**config.mk**
```make
export PLATFORM = sky130hd
export DESIGN_NAME = ni_initiator_header_builder
export DESIGN_NICKNAME = d
export VERILOG_FILES = /design/src/rtl/ni_initiator_header_builder.sv
export SDC_FILE = /design/constraint.sdc
export NUM_CORES = 1
export LEC_CHECK = 0
export ABC_AREA = 1
export BUFFER_PORTS_ARGS = -buffer_cell sky130_fd_sc_hd__buf_2
export CAP_MARGIN = 10
export CORE_MARGIN = 3
export CORE_UTILIZATION = 43
export CTS_BUF_LIST = sky130_fd_sc_hd__clkbuf_16
export DETAILED_ROUTE_END_ITERATION = 8
export MAX_ROUTING_LAYER = met4
export PLACE_DENSITY = 0.76
export SYNTH_ARGS = -nofsm -noshare
export SYNTH_HDL_FRONTEND = slang
export SYNTH_SLANG_ARGS = --single-unit
```
**constraint.sdc**
```tcl
create_clock -name clock -period 2.6 [get_ports clock]
set_input_delay 0.26 -clock clock [delete_from_list [all_inputs] [get_ports clock]]
set_output_delay 0.26 -clock clock [all_outputs]
set_load 0.02 [all_outputs]
```
**src/rtl/ni_initiator_header_builder.sv**
```systemverilog
// Initiator-side NI header builder: captures a request, looks up its route in
// the NI routing table, then emits one header flit or a decode-error response.
module ni_initiator_header_builder #(
    parameter int         FLIT_WIDTH = 80,
    parameter logic [3:0] SRC_ID     = 4'h0
) (
    input  logic                  clock,
    input  logic                  reset,
    input  logic                  req_valid,
    output logic                  req_ready,
    input  logic [31:0]           req_addr,
    input  logic                  req_write,
    input  logic [3:0]            req_burst,
    output logic [31:0]           lut_address,
    input  logic [6:0]            lut_path,
    input  logic [3:0]            transaction_target,
    input  logic                  failed_decoding,
    output logic [FLIT_WIDTH-1:0] flit_out,
    output logic                  flit_valid,
    input  logic                  flit_ready,
    output logic                  err_valid,
    input  logic                  err_ready,
    output logic [7:0]            err_count,
    output logic [1:0]            dbg_state
);

    // Handshakes: a transfer happens on a rising edge where valid and ready are
    // both high; valid holds its payload stable until then, ready is ignored
    // while valid is low.
    typedef enum logic [1:0] {
        IDLE   = 2'd0,
        LOOKUP = 2'd1,
        SEND   = 2'd2,
        ERROR  = 2'd3
    } state_t;

    state_t                  state_q;
    logic                    req_ready_q;
    logic                    flit_valid_q;
    logic                    err_valid_q;
    logic [FLIT_WIDTH-1:0]   flit_out_q;
    logic [FLIT_WIDTH-1:0]   header_d;
    logic [31:0]             addr_q;
    logic                    write_q;
    logic [3:0]              burst_q;
    logic [7:0]              err_count_q;

    // Header is assembled from the captured request and the live table answer,
    // and sampled into flit_out_q on the edge that closes LOOKUP.
    always_comb begin
        header_d                 = '0;
        header_d[6:0]            = lut_path;
        header_d[10:7]           = transaction_target;
        header_d[14:11]          = SRC_ID;
        header_d[15]             = write_q;
        header_d[19:16]          = burst_q;
        header_d[51:20]          = addr_q;
        header_d[FLIT_WIDTH-1]   = 1'b1;
    end

    always_ff @(posedge clock or posedge reset) begin
        if (reset) begin
            state_q      <= IDLE;
            req_ready_q  <= 1'b0;
            flit_valid_q <= 1'b0;
            err_valid_q  <= 1'b0;
            flit_out_q   <= '0;
            addr_q       <= '0;
            write_q      <= 1'b0;
            burst_q      <= '0;
            err_count_q  <= '0;
        end else begin
            case (state_q)
                IDLE: begin
                    // req_ready stays low during reset and rises one edge later
                    if (!req_ready_q) begin
                        req_ready_q <= 1'b1;
                    end else if (req_valid) begin
                        addr_q      <= req_addr;
                        write_q     <= req_write;
                        burst_q     <= req_burst;
                        req_ready_q <= 1'b0;
                        state_q     <= LOOKUP;
                    end
                end
                LOOKUP: begin
                    if (failed_decoding) begin
                        err_valid_q <= 1'b1;
                        state_q     <= ERROR;
                        if (err_count_q != 8'hFF) begin
                            err_count_q <= err_count_q + 8'd1;
                        end
                    end else begin
                        flit_out_q   <= header_d;
                        flit_valid_q <= 1'b1;
                        state_q      <= SEND;
                    end
                end
                SEND: begin
                    if (flit_ready) begin
                        flit_valid_q <= 1'b0;
                        req_ready_q  <= 1'b1;
                        state_q      <= IDLE;
                    end
                end
                ERROR: begin
                    if (err_ready) begin
                        err_valid_q <= 1'b0;
                        req_ready_q <= 1'b1;
                        state_q     <= IDLE;
                    end
                end
                default: begin
                    state_q <= IDLE;
                end
            endcase
        end
    end

    assign req_ready   = req_ready_q;
    assign flit_valid  = flit_valid_q;
    assign err_valid   = err_valid_q;
    assign flit_out    = flit_out_q;
    assign lut_address = addr_q;
    assign err_count   = err_count_q;
    assign dbg_state   = state_q;

endmodule

```
==> summary by stage <==
Pwr
In this run the static leakage power is 0.003098 uW. The sum of internal, switching and leakage power is 7004 uW. For this design the ratio of total power to cell area is 1316 mW/mm^2. The worst IR drop on VDD is 0.6120 mV.

Yosys
Among all flip-flop cells after synthesis, the most frequent one is sky130_fd_sc_hd__dfrtp_1. The number of warnings issued by yosys is 0. The synthesized instance count is 500. Yosys mapped a number of flops with a built-in enable equal to 0. Among all cell types in the netlist, the one instantiated most often is sky130_fd_sc_hd__nand2_1. The largest total area in the synthesized netlist belongs to sky130_fd_sc_hd__dfrtp_1.

Counting flops with an async set or reset pin after synthesis yields a share of 100.0%. Of the synthesized area, sequential elements account for 57.52%. In this run, synthesis produced a sequential element count of 99.

The commonest cells after synthesis are 209 x sky130_fd_sc_hd__nand2_1, 99 x sky130_fd_sc_hd__dfrtp_1, 92 x sky130_fd_sc_hd__nand3_1, 37 x sky130_fd_sc_hd__buf_4, 14 x sky130_fd_sc_hd__buf_2. By area the synthesized netlist is led by sky130_fd_sc_hd__dfrtp_1 58%, sky130_fd_sc_hd__nand2_1 18%, sky130_fd_sc_hd__nand3_1 11%. Synthesis instantiated 23 different standard cells from the library. The average instance in the mapped netlist occupies 8.613 sq um.

The cell area after technology mapping is 0.004307 sq mm. The top cell type's share of synthesized area is 57.52%.

Finish
The repair_antennas step left the layout with diodes totalling 0. Compared with the post-synthesis result, the final layout area differs by 23.62%. Fill cells in the final layout number 915.

The fraction of the core area covered by cells at the end of the flow is 56.02%. The share of cells above drive strength 1 is 27.53%. At the end of the flow, the number of nets in the layout was 693.

STA
The final critical-path share of the clock period is 62.06%. Hold is met by 0.06693 ns. For the pin with the worst max-slew slack, the measured transition is 0.8004 ns. The number of failing setup endpoints in the final timing report is 0. The number of hold violations in the final report came to 0.

The summed negative setup slack over all endpoints is 0 ns. In this run the tightest slew margin relative to its limit is 46.53%. The total count of max-transition violations in the final report came to 0.

Setup repair after global routing left no endpoint under its margin. The worst setup margin is 0.9863 ns. The final critical delay including setup and external delays is 1.614 ns. Across the routed clock network, the largest skew measured is 0.01106 ns. The maximum clock frequency is 619.7 MHz.

Status
The flow ran to the end, and the final reports show no timing, DRC or antenna violations.

Clocking
The clock tree synthesis step divided the H-tree into 3 levels. The clock insertion delay at the later pin of the skew report is 0.34 ns. In this run, CTS created clock tree buffers numbering 9. TritonCTS built the clock tree. After clock tree synthesis, the clock-pin slew on the worst setup and hold paths is 0.07 ns.

Counting every sink on the clock net gives 99. In this run the deepest clock path goes through 2 buffers. After clock tree synthesis, the flow added hold-fix buffers numbering 0. Gates resized during post-CTS repair numbered 0. Buffers added to address setup during post-CTS repair amount to 0.

The cell at the root of the clock tree is sky130_fd_sc_hd__clkbuf_16.

Setup path
The cell with the biggest individual delay on the critical path is sky130_fd_sc_hd__dfrtp_1. The category of cells accounting for the largest share of critical-path delay is simple AND/OR/NAND/NOR gates. The critical path class is reg -> reg. Walking the worst path, the cells encountered are nor2_4 -> nand2_1 -> buf_12 -> nand2_1 -> nand2_1.

The worst path arrival time is 1.83 ns. By instance count, the cell type seen most on the critical path is sky130_fd_sc_hd__nand2_1. The number of buffers and inverters on the critical path is 1. STA classifies the critical path startpoint as a register. The element type at the critical path end is a register. The largest single stage delay on the critical path is 0.46 ns. The data required time of the critical path is 2.82 ns. The critical-path maximum fanout is 20.

Placed design
The half-perimeter wire length after detailed placement is 7491 um. Port buffering added 147 buffers. At the end of routability-driven placement, the weighted congestion stood at 0.7728.

Before CTS, the worst setup slack after placement is 0.9658 ns.

Detailed routing
The final routed DRC violation total is 0. For this run, the detailed router's first-pass iteration total came to 5. The routed layout has 3,691 vias. The number of DRC markers after the initial detailed-route iteration is 294. The ratio of routed vias to standard cells is 4.781.

The routed design has 10,360 um of wire. The final routed wire length divided by cell count is 13.41 um. The detail route stage leaves a number of antenna-violating nets equal to 0.

Floorplan
Once the floorplan was initialized, standard cells occupied 45.32% of the core. For this design the top-level I/O count stands at 179. The full die area is 0.01125 sq mm. The vertical die dimension is 106.1 um. Row generation in the floorplan step produced 35 rows.

The floorplan die width is 106.1 um. The floorplan step defined a core boundary enclosing 0.009503 sq mm.

GRT
The global routing stage identified its most utilized layer as met2. Entering global routing, the biggest net connects 66 pins. For met3 alone, demand over resource in global routing was 2.307%.

The first global-routing pass estimated 17,320 um of wire. The global-route track usage on met1 is 25.08%. The number of global-route vias before repair came to 3,564. For this run, global-route usage on met2 was measured as 32.47%. The initial antenna violation count is 0. The total global routing overflow is 0.

The global routing usage summed across all routing layers is 19.54%.

Min path
The path class of the lowest-slack min-delay path is in -> async.

Flow run
The reported max-cap violation count is 0.
## sequential cells by signal, summed over array words and instances, names as in the netlist
register / count
req_ready: 1
err_count: 8
dbg_state: 2
write_q: 1
flit_valid: 1
burst_q: 4
flit_out: 49
lut_address: 32
err_valid: 1
## power breakdown
group          internal, uW  switching [uW]  leakage [uW]
Sequential             2250             517       0.00125
Combinational           934            2080       0.00172
Clock                   655             574      0.000137
## routing by layer
| metal | up-vias | routed length [um] | part of all wire (%) |
|---|---|---|---|
| met5 | - | 0 | 0 |
| met4 | 0 | 155 | 1.5 |
| met3 | 13 | 547 | 5.3 |
| met2 | 141 | 5030 | 49 |
| met1 | 1738 | 4621 | 45 |
| li1 | 1799 | - | - |
## final timing paths
check / from / to / slack, ns / depth (start not counted)
setup / recovery: dbg_state[0] / lut_address[11] / 0.99 / 5
min in group clock: req_addr[4] / lut_address[4] / 0.15 / 3
hold / removal: reset / err_count[5] / 0.07 / 2
max in group asynchronous: reset / flit_out[46] / 1.76 / 3
setup reg to reg: dbg_state[0] / lut_address[11] / 0.99 / 5
hold reg to reg: flit_out[47] / flit_out[47] / 0.47 / 2
## stage by stage
step                      instance area [sq um]  cells
after CTS                                  5324    772
final                                      5324    772
after detailed placement                   5041    756
after global placement                     5041    756
after global routing                       5324    772
after floorplan                            4423    530
## cell type report
type	count	area (sq um)	share of cell area [%]
clock buffers	9	225.2	4.230
clock inverters	7	57.56	1.081
inverters	16	63.81	1.199
multi-input cells	357	1518	28.51
flip-flops and latches	99	2477	46.53
well taps	129	161.4	3.032
repair buffers	155	820.8	15.42
## layout by cell type, fill, tap and decap left out, drive strengths merged, types with 2 or more instances in the layout
cell	count
nand2	210
buf	155
dfrtp	99
nand3	92
conb	31
inv	15
nor2	10
clkbuf	9
clkinv	6
o21ai	5
clkinvlp	2
nand4	2
a21oi	2
## kinds of logic (layout without fill, tap and decap cells)
kind of cell	count (synthesis)	count (layout)	share of synthesized area, %
and+or+nand+nor	314	314	30.45
DFF	99	99	57.52
buffers and inverters	74	187	10.08
AOI/OAI and AO/OA	9	9	1.162
xor gates and xnor gates	2	2	0.4068
adders and majority gates	1	1	0.2905
other	1	31	0.08708
Power figures use the tool's default switching activity.
